File: src/rtl/mips_pkg.sv
// Shared MIPS pipeline definitions: MEM-stage FSM states and control-field layout.
package mips_pkg;

  typedef enum logic [1:0] {
    IDLE = 2'd0,
    BUSY = 2'd1,
    DONE = 2'd2
  } mem_state_e;

  localparam int WB_W          = 2;
  localparam int MEM_W         = 2;
  localparam int MEM_READ_BIT  = 1;
  localparam int MEM_WRITE_BIT = 0;

  localparam logic [WB_W-1:0] BUBBLE_WB = 2'b00;

endpackage

File: src/rtl/mem_timeout_counter.sv
// Counts BUSY cycles of a bus access; saturates at TIMEOUT and flags the last/terminal counts.
module mem_timeout_counter #(
  parameter int TIMEOUT = 64,
  parameter int CNT_W   = $clog2(TIMEOUT + 1)
) (
  input  logic clk,
  input  logic rst,
  input  logic clr,
  input  logic en,
  output logic last,
  output logic tc
);

  logic [CNT_W-1:0] cnt;

  always_ff @(posedge clk or negedge rst) begin
    if (!rst)
      cnt <= '0;
    else if (clr)
      cnt <= '0;
    else if (en && !tc)
      cnt <= cnt + CNT_W'(1);
  end

  // last: the count reaches TIMEOUT on the coming edge if no ack arrives
  assign last = (cnt == CNT_W'(TIMEOUT - 1));
  assign tc   = (cnt == CNT_W'(TIMEOUT));

endmodule

File: src/rtl/mem_access_stage.sv
// MIPS MEM stage: handshaked data-memory access with upstream stall, bubble insertion,
// misalignment and timeout abort.
module mem_access_stage
  import mips_pkg::*;
#(
  parameter int TIMEOUT = 64,
  parameter int CNT_W   = $clog2(TIMEOUT + 1)
) (
  input  logic              clk,
  input  logic              rst,
  input  logic [MEM_W-1:0]  MEMin,
  input  logic [WB_W-1:0]   WBin,
  input  logic [31:0]       ADDin,
  input  logic [31:0]       WDin,
  input  logic [4:0]        Rdin,
  output logic              mem_req,
  output logic              mem_we,
  output logic [31:0]       mem_addr,
  output logic [31:0]       mem_wdata,
  input  logic [31:0]       mem_rdata,
  input  logic              mem_ack,
  output logic              stall,
  output logic              err,
  output logic [WB_W-1:0]   WBout,
  output logic [31:0]       ADDout,
  output logic [31:0]       DMout,
  output logic [4:0]        Rdout
);

  mem_state_e state, state_nxt;

  logic [WB_W-1:0] wb_p1;
  logic [4:0]      rd_p1;
  logic [31:0]     dm_p1;
  logic            memop, misal, issue, ack_hit, cnt_last, cnt_tc;

  assign memop   = |MEMin;
  assign misal   = |ADDin[1:0];
  assign issue   = (state == IDLE) && memop && !misal;
  // once the terminal count is reached mem_req is already low, so a late ack is ignored
  assign ack_hit = (state == BUSY) && !cnt_tc && mem_ack;

  mem_timeout_counter #(
    .TIMEOUT (TIMEOUT),
    .CNT_W   (CNT_W)
  ) u_timeout (
    .clk  (clk),
    .rst  (rst),
    .clr  (issue),
    .en   (state == BUSY),
    .last (cnt_last),
    .tc   (cnt_tc)
  );

  always_ff @(posedge clk or negedge rst) begin
    if (!rst) begin
      state     <= IDLE;
      mem_req   <= 1'b0;
      mem_we    <= 1'b0;
      mem_addr  <= '0;
      mem_wdata <= '0;
      wb_p1     <= '0;
      rd_p1     <= '0;
      dm_p1     <= '0;
    end else begin
      state <= state_nxt;
      if (issue) begin
        mem_req   <= 1'b1;
        mem_we    <= (MEMin == 2'b01);
        mem_addr  <= ADDin;
        mem_wdata <= WDin;
        wb_p1     <= WBin;
        rd_p1     <= Rdin;
      end else if ((state == BUSY) && (mem_ack || cnt_last)) begin
        mem_req <= 1'b0;
      end
      if (ack_hit)
        dm_p1 <= mem_we ? 32'd0 : mem_rdata;
    end
  end

  always_comb begin
    state_nxt = state;
    case (state)
      IDLE:    if (issue) state_nxt = BUSY;
      BUSY: begin
        if (cnt_tc)
          state_nxt = IDLE;
        else if (mem_ack)
          state_nxt = DONE;
      end
      DONE:    state_nxt = IDLE;
      default: state_nxt = IDLE;
    endcase
  end

  always_comb begin
    WBout  = BUBBLE_WB;
    ADDout = ADDin;
    Rdout  = Rdin;
    DMout  = 32'd0;
    stall  = 1'b0;
    err    = 1'b0;
    case (state)
      IDLE: begin
        if (!memop)
          WBout = WBin;
        else if (misal)
          err = 1'b1;
        else
          stall = 1'b1;
      end
      BUSY: begin
        ADDout = mem_addr;
        Rdout  = rd_p1;
        if (cnt_tc)
          err = 1'b1;
        else
          stall = 1'b1;
      end
      DONE: begin
        WBout  = wb_p1;
        ADDout = mem_addr;
        Rdout  = rd_p1;
        DMout  = dm_p1;
      end
      default: ;
    endcase
    if (!rst) begin
      WBout = BUBBLE_WB;
      err   = 1'b0;
    end
  end

endmodule
File: config.mk
export PLATFORM = sky130hd
export DESIGN_NAME = mem_access_stage
export DESIGN_NICKNAME = d
export VERILOG_FILES = /design/src/rtl/mips_pkg.sv /design/src/rtl/mem_timeout_counter.sv /design/src/rtl/mem_access_stage.sv
export SDC_FILE = /design/constraint.sdc
export NUM_CORES = 1
export LEC_CHECK = 0
export CORE_MARGIN = 4
export CORE_UTILIZATION = 30
export CTS_BUF_LIST = sky130_fd_sc_hd__clkbuf_16
export DETAILED_ROUTE_END_ITERATION = 8
export PLACE_DENSITY_LB_ADDON = 0.05
export SLEW_MARGIN = 0
export SYNTH_ARGS = -nofsm -noshare
export SYNTH_HDL_FRONTEND = slang
export SYNTH_SLANG_ARGS = --single-unit
File: constraint.sdc
create_clock -name clk -period 1.98 [get_ports clk]
set_input_delay 0.396 -clock clk [delete_from_list [all_inputs] [get_ports clk]]
set_output_delay 0.396 -clock clk [all_outputs]
set_load 0.02 [all_outputs]
==> results.md <==
- Share of total power in combinational logic: 0.561
- Vias per cell: 4.50
- Last weighted congestion value of the routability-driven placer: 0.747
- Cell class contributing the biggest share of worst-path delay: buffers and inverters
- Clock buffers created by TritonCTS: 17
- Final min period: between 2 and 2.5 ns
- Post-synthesis sequential area ratio: 0.517
- Global-route wire length before repair: about 26000 um
- CP Data Arrival Time: 1.90 ns
- I/O pin cnt: approximately 250
- Final Hold Vio Count: 0
- Psw: approximately 5.6 mW
- Horizontal extent of the die: about 140 um
- Maximum net fanout on the critical path: 4
- Most frequent cell on the critical path: buf_6
- Placed Instance Area: about 8600 um^2
- Internal power: between 10 and 15 mW
- End of the critical path: ADDout[27]
- Wirelength, routed: between 15000 and 20000 um
- Most frequent standard cell in the layout excluding fill and tap cells: clkdlybuf4s50_1
- Timing startpoint of the critical path: state[0]
- Synth cell types: 37
- Htree depth: 4
- Initial antenna violation count: 0
- Power share of the sequential group: 0.253
- Leak Pwr: 4.32 nW
- Critical path depth: 7
- Critical path cell sequence: inv_2, ha_4, buf_16, buf_8, buf_6, mux2_4, buf_6
- Total core area: approximately 18000 um^2
- Worst skew pair latency: 0.41 ns
- Global routing usage summed across all routing layers: 0.161
- Grt ovf: 0
- Worst slack after detailed placement: -0.537 ns
- Syn_nets: slightly above 500
- Cells after synthesis: ~400
- Largest net degree at the start of global routing: around 70
- Clock slew at reported path FFs: 0.05 ns
- Actual slew at the worst max-slew pin: between 0.9 and 1 ns
- Number of maximum-capacitance violations: 0
- Sw frac: 0.350
- Overall via count from detail_route: between 4000 and 5000
- Layout Nets: around 840
- Antenna diode instance count: 0
- Area growth, synth to finish: 76.5%
- Count of filler cells inserted in the layout: 1550
- Total of warnings raised by yosys: 0
- Endpoints failing setup: slightly above 60
- Peak supply drop: about 1100 uV
- Per-instance average area after synthesis: ~14 um^2
- PD cells: about 1600 nW/um^2
- Flop and latch count out of synthesis: 114
- Layout Cell Area excl Fill: between 9000 and 10000 um^2
- Finished Core Util: 0.540
- Buf/Inv on CP: 5
- Clock tree from TritonCTS: built
- Hold/Removal Path Class: input pin to async pin
- Slew HR: 0.391
- Placed Instances: approximately 910
- Detailed-placement wirelength estimate: 11600 um
- Timing-limited maximum frequency: ~440 MHz
- Cell with the largest stage delay on the worst path: dfrtp_1
- Via count of the first global-routing pass: 4952
- Ratio of cells with drive above 1 in the final layout: 0.488
- Critical path endpoint category: primary output
- Total negative slack: -10.39 ns
- R2r startpoint: u_timeout.cnt[0]
- Number of sinks on the clock net: roughly 110
- Worst reg2reg setup slack: around 0.07 ns
- Tcrit/Tclk final: 1.16
- Setup CP Type: register to primary output
- Share of synthesized registers carrying an async set or reset: 1.00
- Most frequent cells in the layout: clkdlybuf4s50_1 (172), dfrtp_1 (114), mux2_2 (82), buf_6 (65), buf_4 (63)
- Area enclosed by the die boundary: roughly 21000 um^2
- Cell area after synthesis: 5520 um^2
- Worst path max stage delay: 0.38 ns
- Largest buffer count on any clock path: 2
- Count of unresolved DRC violations after routing: 0
- Routed length per instance: roughly 17 um
- RSZ-0062 raised after global routing: yes
- Outcome: finished, violations left
- Data required time at the worst endpoint: ~1.6 ns
- I/O Buffers: 246
- Capturing point of the worst reg2reg path: dm_p1[5]
- Number of design-rule violations left by the first detailed-router iteration: roughly 110
- Violated checks: setup timing
- Initial Util: 0.306
- Layout Cells excl Fill: 969
- Worst Reg-to-Reg Cells: 9
- Startpoint kind of the worst setup timing path: register
- Remaining number of nets flagged by the antenna check after routing: 0
- Number of synthesized flops with an enable pin: 0
- Die height: between 100 and 150 um
- DR pass1 iterations: 4
- Largest clock skew in the final design: about 0.0074 ns
- Most instantiated flip-flop cell in the synthesis netlist: dfrtp_1
- Placement row count: 49
- Smallest setup slack after layout: -0.315 ns
- Master cell of the clock root buffer: clkbuf_16
- Total count of max-transition violations in the final report: 0
- Clk network pwr share: 0.186
sequential cells by signal (all words and copies together) (netlist names):
signal / count
dm_p1: 32
mem_addr: 32
mem_wdata: 32
u_timeout.cnt: 7
rd_p1: 5
state: 2
wb_p1: 2
mem_req: 1
mem_we: 1
metal layers:
metal,vias up,track usage,routed length [um],share of wire
met5,-,0,0,0
met4,0,0.0486,212,0.013
met3,14,0.0622,1380,0.083
met2,153,0.273,8460,0.51
met1,2135,0.189,6660,0.40
li1,2057,-,-,-
layout make-up:
type / instances / area, um^2 / area share
Inverter: 4 / 15.0 / 0.00154
Sequential cell: 114 / 2850 / 0.293
Clock inverter: 13 / 146 / 0.0150
Tap cell: 229 / 287 / 0.0294
Timing Repair Buffer: 328 / 3270 / 0.336
Multi-Input combinational cell: 264 / 2750 / 0.282
Clock buffer: 17 / 425 / 0.0437
power groups by stage:
stage	Combinational (mW)	Sequential, mW	Clock (mW)
final	8.98	4.05	2.98
after global routing	9.56	4.20	3.19
after CTS	8.47	4.03	3.09
after detailed placement	7.88	4.02	0
after global placement	7.84	4.00	0
after floorplan	3.45	4.77	0
synthesized netlist by cell type, types with 2 or more instances:
| cell type | number | share of area |
|---|---|---|
| nand4_1 | 2 | 0.0023 |
| mux2_2 | 102 | 0.21 |
| nand2_1 | 7 | 0.0048 |
| a32oi_1 | 2 | 0.0032 |
| inv_1 | 4 | 0.0027 |
| a21boi_0 | 2 | 0.0027 |
| buf_2 | 7 | 0.0063 |
| or3_1 | 2 | 0.0023 |
| mux2i_1 | 2 | 0.0036 |
| buf_6 | 6 | 0.012 |
| nor2b_1 | 36 | 0.041 |
| dfrtp_1 | 114 | 0.52 |
| nor2_1 | 4 | 0.0027 |
| mux2_4 | 30 | 0.082 |
| ha_1 | 5 | 0.011 |
| a21oi_1 | 6 | 0.0054 |
| clkbuf_1 | 7 | 0.0048 |
| and2_1 | 34 | 0.039 |
| o21ai_0 | 7 | 0.0063 |
| xor2_1 | 2 | 0.0032 |
| mux2_1 | 6 | 0.012 |
stage by stage:
stage	power [mW]	hold slack, ns
6_report	16.0	0.370
5_1_grt	17.0	0.359
4_1_cts	15.6	0.359
3_5_place_dp	11.9	0.251
3_3_place_gp	11.8	0.251
2_1_floorplan	8.22	0.100
cell families after synthesis:
logic type,after synthesis,share of synthesized area
XOR/XNOR,2,0.00317
multiplexers,140,0.306
adder cells (fa/ha/maj),5,0.0113
AND/OR/NAND/NOR,91,0.104
flip-flops,114,0.517
AO/OA/AOI/OAI,26,0.0315
buffers and inverters,25,0.0274
timing repair:
item	4_1_cts	5_1_grt
endpoints found under the hold margin	5	0
pin swaps	4	2
setup endpoints to repair	104	87
cloned	5	2
resized for setup	408	86
hold buffers	1	0
setup buffers	15	7
worst min path at each step:
| stage | cells after the start | startpoint | end | slack (ns) |
|---|---|---|---|---|
| detailed placement | 1 | rst | dm_p1[2] | 0.25 |
| global route | 2 | rst | dm_p1[2] | 0.36 |
| floorplan | 0 | rst | dm_p1[0] | 0.10 |
| CTS | 2 | rst | dm_p1[2] | 0.36 |
| global placement | 1 | rst | dm_p1[2] | 0.25 |
| finish | 2 | rst | dm_p1[2] | 0.37 |
Power figures use the tool's default switching activity.
==> RTL change 1: new RTL, same flow settings <==
Register the output `err`, without a reset; this adds one clock of latency there. The other outputs are not delayed to match.
--- a/src/rtl/mem_access_stage.sv
+++ b/src/rtl/mem_access_stage.sv
@@ -26,6 +26,8 @@
   output logic [31:0]       DMout,
   output logic [4:0]        Rdout
 );
+
+  logic err_d;
 
   mem_state_e state, state_nxt;
 
@@ -100,13 +102,13 @@
     Rdout  = Rdin;
     DMout  = 32'd0;
     stall  = 1'b0;
-    err    = 1'b0;
+    err_d  = 1'b0;
     case (state)
       IDLE: begin
         if (!memop)
           WBout = WBin;
         else if (misal)
-          err = 1'b1;
+          err_d = 1'b1;
         else
           stall = 1'b1;
       end
@@ -114,7 +116,7 @@
         ADDout = mem_addr;
         Rdout  = rd_p1;
         if (cnt_tc)
-          err = 1'b1;
+          err_d = 1'b1;
         else
           stall = 1'b1;
       end
@@ -128,8 +130,12 @@
     endcase
     if (!rst) begin
       WBout = BUBBLE_WB;
-      err   = 1'b0;
+      err_d = 1'b0;
     end
   end
 
+  always_ff @(posedge clk) begin
+    err <= err_d;
+  end
+
 endmodule
Behaviour: not the same (Yosys sat finds a counterexample within 4 cycles, from zero or initial values and one cycle with rst low).
==> RTL change 1 against the unedited design <==
  * The run still ends with negative setup slack left
  * Area after synthesis shrank 3.7%
  * Design area shrank 2.7%
  * Register-to-register slack gained 0.02 ns
  * Clock skew shrank 0.0027 ns
  * Wire length shrank 4.3%
  * Combinational power grew 8.1%
  * Global-route usage is essentially flat
  * Sequential cell count grew 1
  * Setup slack gained 0.059 ns
  * Hold slack gained 0.10 ns
  * Power grew 4.4%
  * Final cell count grew 1.7%
==> RTL change 1: results (changes against the unedited design) <==
[metrics] met1 wire length: 6740 um (+1.3%)
[metrics] sequential cell area in the final layout: 0.00287 mm2 (+0.70%)
[metrics] post-layout utilization of the core: 54.8% (+0.76 points)
[metrics] Final setup viols: 72 (+16%)
[metrics] final RePlAce weighted congestion: 0.735 (-1.6%)
[metrics] number of sequential cells: 115 (+0.88%)
[metrics] worst setup timing slack at the placement stage: -0.490 ns (+0.0472 ns)
[metrics] failing checks: negative setup slack
[metrics] Mapped Nets: 555 (+7.6%)
[metrics] Final TNS setup: -11.90 ns (-1.51 ns)
[metrics] final setup margin: -0.256 ns (+0.0589 ns)
[metrics] HPWL after DPL: 11300 um (-2.3%)
[metrics] cell types occupying the most area after synthesis: dfrtp_1 (54%), mux2_2 (23%), nand2b_1 (4.0%), and2_1 (3.9%), nand2_1 (2.8%)
[metrics] vias in the first global route: 4858 (-1.9%)
[metrics] transition time at the pin with the least slew margin: 0.624 ns (-0.290 ns)
[metrics] signal arrival time at the worst endpoint: 1.84 ns (-0.06 ns)
[metrics] delay of the slowest critical-path stage: 0.36 ns (-0.02 ns)
[metrics] result of the run: finished, violations left
[metrics] count of plain and timing-repair buffers in the layout: 314 (-4.3%)
[metrics] LEAKAGE: 4.16 nW (-3.7%)
[metrics] type of the worst min-delay path: flip-flop to flip-flop
[metrics] final setup skew: 0.00476 ns (-0.00266 ns)
[metrics] total placed cells including tap cells: 942 (+3.3%)
[metrics] Filler Cells Inserted: 1472 (-5.0%)
[metrics] Netlist cell types: 31 (-16%)
[metrics] Layout Cell Area excl Fill: 0.00948 mm2 (-2.7%)
[metrics] first-pass GRT wire length: 25600 um (-0.91%)
[metrics] pin count of the biggest net entering global routing: 70 (-2.8%)
[metrics] fraction of registers with async set or reset after synthesis: 99.1% (-0.87 points)
[metrics] post-detailed-route wirelength per cell: 16.2 um (-5.8%)
[metrics] Via density: 4.45 (-1.0%)
[metrics] Max FO, Critical Path: 12 (+8)
[metrics] routed wl met2: 7810 um (-7.6%)
[RTL change 1: cell types whose count changed after synthesis, moves of 9 or more]
cell,change
nand2_1,+33
buf_2,+11
o21ai_1,+20
o21ai_0,+9
nand2b_1,+33
nor2b_1,-34
mux2_4,-30
[RTL change 1: cells by family after synthesis]
kind of cell               count (synthesis)  share of synthesized area, %
muxes                                    108                          22.9
AOI/OAI and AO/OA                         51                          5.84
buffers and inverters                     29                          2.47
DFF                                      115                          54.1
and+or+nand+nor                          128                          12.7
xor gates and xnor gates                   4                         0.660
adders and majority gates                  6                          1.41
[RTL change 1: timing repair]
action | 4_1_cts | 5_1_grt
resized for setup | 421 | 72
buffers inserted | 7 | 5
hold buffers | 1 | 0
endpoints found under the hold margin | 20 | 0
gates cloned | 3 | 0
pin swaps | 5 | 6
endpoints found under the setup margin | 72 | 142
[RTL change 1: worst paths after layout]
kind / start / end / slack (ns) / cells after the start
max: state[0] / ADDout[24] / -0.26 / 5
min: dm_p1[7] / dm_p1[7] / 0.47 / 2
max reg2reg: state[1] / mem_req / 0.09 / 9
min reg2reg: dm_p1[7] / dm_p1[7] / 0.47 / 2
max in group asynchronous: rst / mem_addr[2] / 0.32 / 4
min in group asynchronous: rst / mem_wdata[18] / 0.61 / 3
[RTL change 1: report_power, final]
| part | switching [mW] | leakage (nW) | total (mW) | internal (mW) |
|---|---|---|---|---|
| logic | 4.40 | 2.48 | 9.71 | 5.31 |
| registers | 0.663 | 1.41 | 4.15 | 3.49 |
| clock network | 1.04 | 0.273 | 2.85 | 1.81 |
| total | 6.11 | 4.16 | 16.7 | 10.6 |
[RTL change 1: metal layers]
layer | vias up | global-route usage [%]
met5 | - | 0
met4 | 0 | 6.37
met3 | 18 | 5.83
met2 | 156 | 26.3
met1 | 2085 | 19.5
li1 | 2126 | -
==> RTL change 2: new RTL, config.mk and constraints unchanged <==
Without the edit above. Set the package constant `WB_W` to 4 (it was 2).
--- a/src/rtl/mips_pkg.sv
+++ b/src/rtl/mips_pkg.sv
@@ -7,7 +7,7 @@
     DONE = 2'd2
   } mem_state_e;
 
-  localparam int WB_W          = 2;
+  localparam int WB_W          = 4;
   localparam int MEM_W         = 2;
   localparam int MEM_READ_BIT  = 1;
   localparam int MEM_WRITE_BIT = 0;
Ports: changed (resized WBin and WBout); port bits go from 247 to 251. No check against the original RTL was run, so the function may have changed too.
==> RTL change 2 against the unedited design <==
  * The flow still finishes with violations (negative setup slack)
  * Setup slack improved by 0.053 ns
  * Via count rose by 3.5%
  * Clock power fell by 2%
  * Design area rose by 3.3%
  * Die area rose by 2.4%
  * Sequential power rose by 1%
  * Wire length rose by 7.4%
  * Area after synthesis rose by 2.6%
  * Core utilization rose by 1.0 points
  * Sequential share of layout area fell by 0.44 points
  * Critical endpoint is now Rdout[2]
  * Power rose by 3.3%
  * Sequential cell count rose by 2
==> RTL change 2: results (changes against the unedited design) <==
[metrics] Resize count post-CTS: 477 (+17%)
[metrics] PwrDens: 1640 mW/mm2 (about the same)
[metrics] Final Net Count: 853 (+1.3%)
[metrics] worst setup timing slack at the placement stage: -0.471 ns (+0.0667 ns)
[metrics] Final setup viols: 92 (+48%)
[metrics] DR pass1 iterations: 6 (+2)
[metrics] portion of the layout cell area used by non-clock buffers: 34.1% (+0.58 points)
[metrics] result of the run: finished, violations left
[metrics] Synth top area share: 51.3% (-0.41 points)
[metrics] post-placement cell area: 0.00874 mm2 (+1.5%)
[metrics] fraction of area in registers: 28.8% (-0.44 points)
[metrics] Final TNS setup: -16.28 ns (-5.89 ns)
[metrics] Max FO, Critical Path: 7 (+3)
[metrics] proportion of cell area occupied by multi-input gates: 28.4% (+0.17 points)
[metrics] reg-to-reg endpoint: mem_wdata[10]
[metrics] clock-cell share of area: 5.66% (-0.21 points)
[metrics] total placed cells including tap cells: 919 (+0.77%)
[metrics] hold slack: 0.0987 ns (-0.271 ns)
[metrics] met2 Use GR: 27.2% (-0.094 points)
[metrics] worst flop-to-flop path startpoint: state[0]
[metrics] failing checks: negative setup slack
[metrics] final setup skew: 0.00776 ns (+0.000344 ns)
[metrics] post-route insts no fill: 980 (+1.1%)
[metrics] signal arrival time at the worst endpoint: 1.85 ns (-0.05 ns)
[metrics] Netlist cell types: 40 (+8.1%)
[metrics] portion of netlist area occupied by mux cells: 30.2% (-0.37 points)
[metrics] Via density: 4.61 (+2.4%)
[metrics] final setup margin: -0.262 ns (+0.0533 ns)
[metrics] post-synthesis compound-gate area fraction: 3.27% (+0.12 points)
[metrics] buffers added on ports: 250 (+1.6%)
[metrics] global-route usage over all layers: 16.9% (+0.84 points)
[metrics] Register-to-Register Path Depth: 8 (-1)
[metrics] GR Layer Usage met1: 21.1% (+2.2 points)
[metrics] routed wl met2: 8630 um (+2.1%)
[metrics] delay of the slowest critical-path stage: 0.36 ns (-0.02 ns)
[metrics] first-pass GRT wire length: 28400 um (+10%)
RTL change 2: cell count changes in the layout (fill, tap and decap cells not counted), sizes merged, moves of 3 or more:
cell / delta
a22oi: +4
nand3: +4
buf: -3
inv: +3
RTL change 2: power by group:
| group | internal (mW) | switching [mW] |
|---|---|---|
| registers | 3.46 | 0.656 |
| logic | 5.38 | 4.12 |
| clock network | 1.84 | 1.10 |
| total | 10.7 | 5.87 |
RTL change 2: how the worst max path moves through the flow:
stage / from / to / slack [ns] / depth (start not counted)
after floorplan: state[0] / mem_wdata[10] / 0.05 / 7
after global placement: MEMin[0] / WBout[1] / -0.52 / 6
after detailed placement: MEMin[0] / WBout[2] / -0.47 / 6
after CTS: state[1] / Rdout[2] / -0.29 / 6
after global routing: state[1] / Rdout[3] / -0.33 / 6
final: state[1] / Rdout[2] / -0.26 / 6
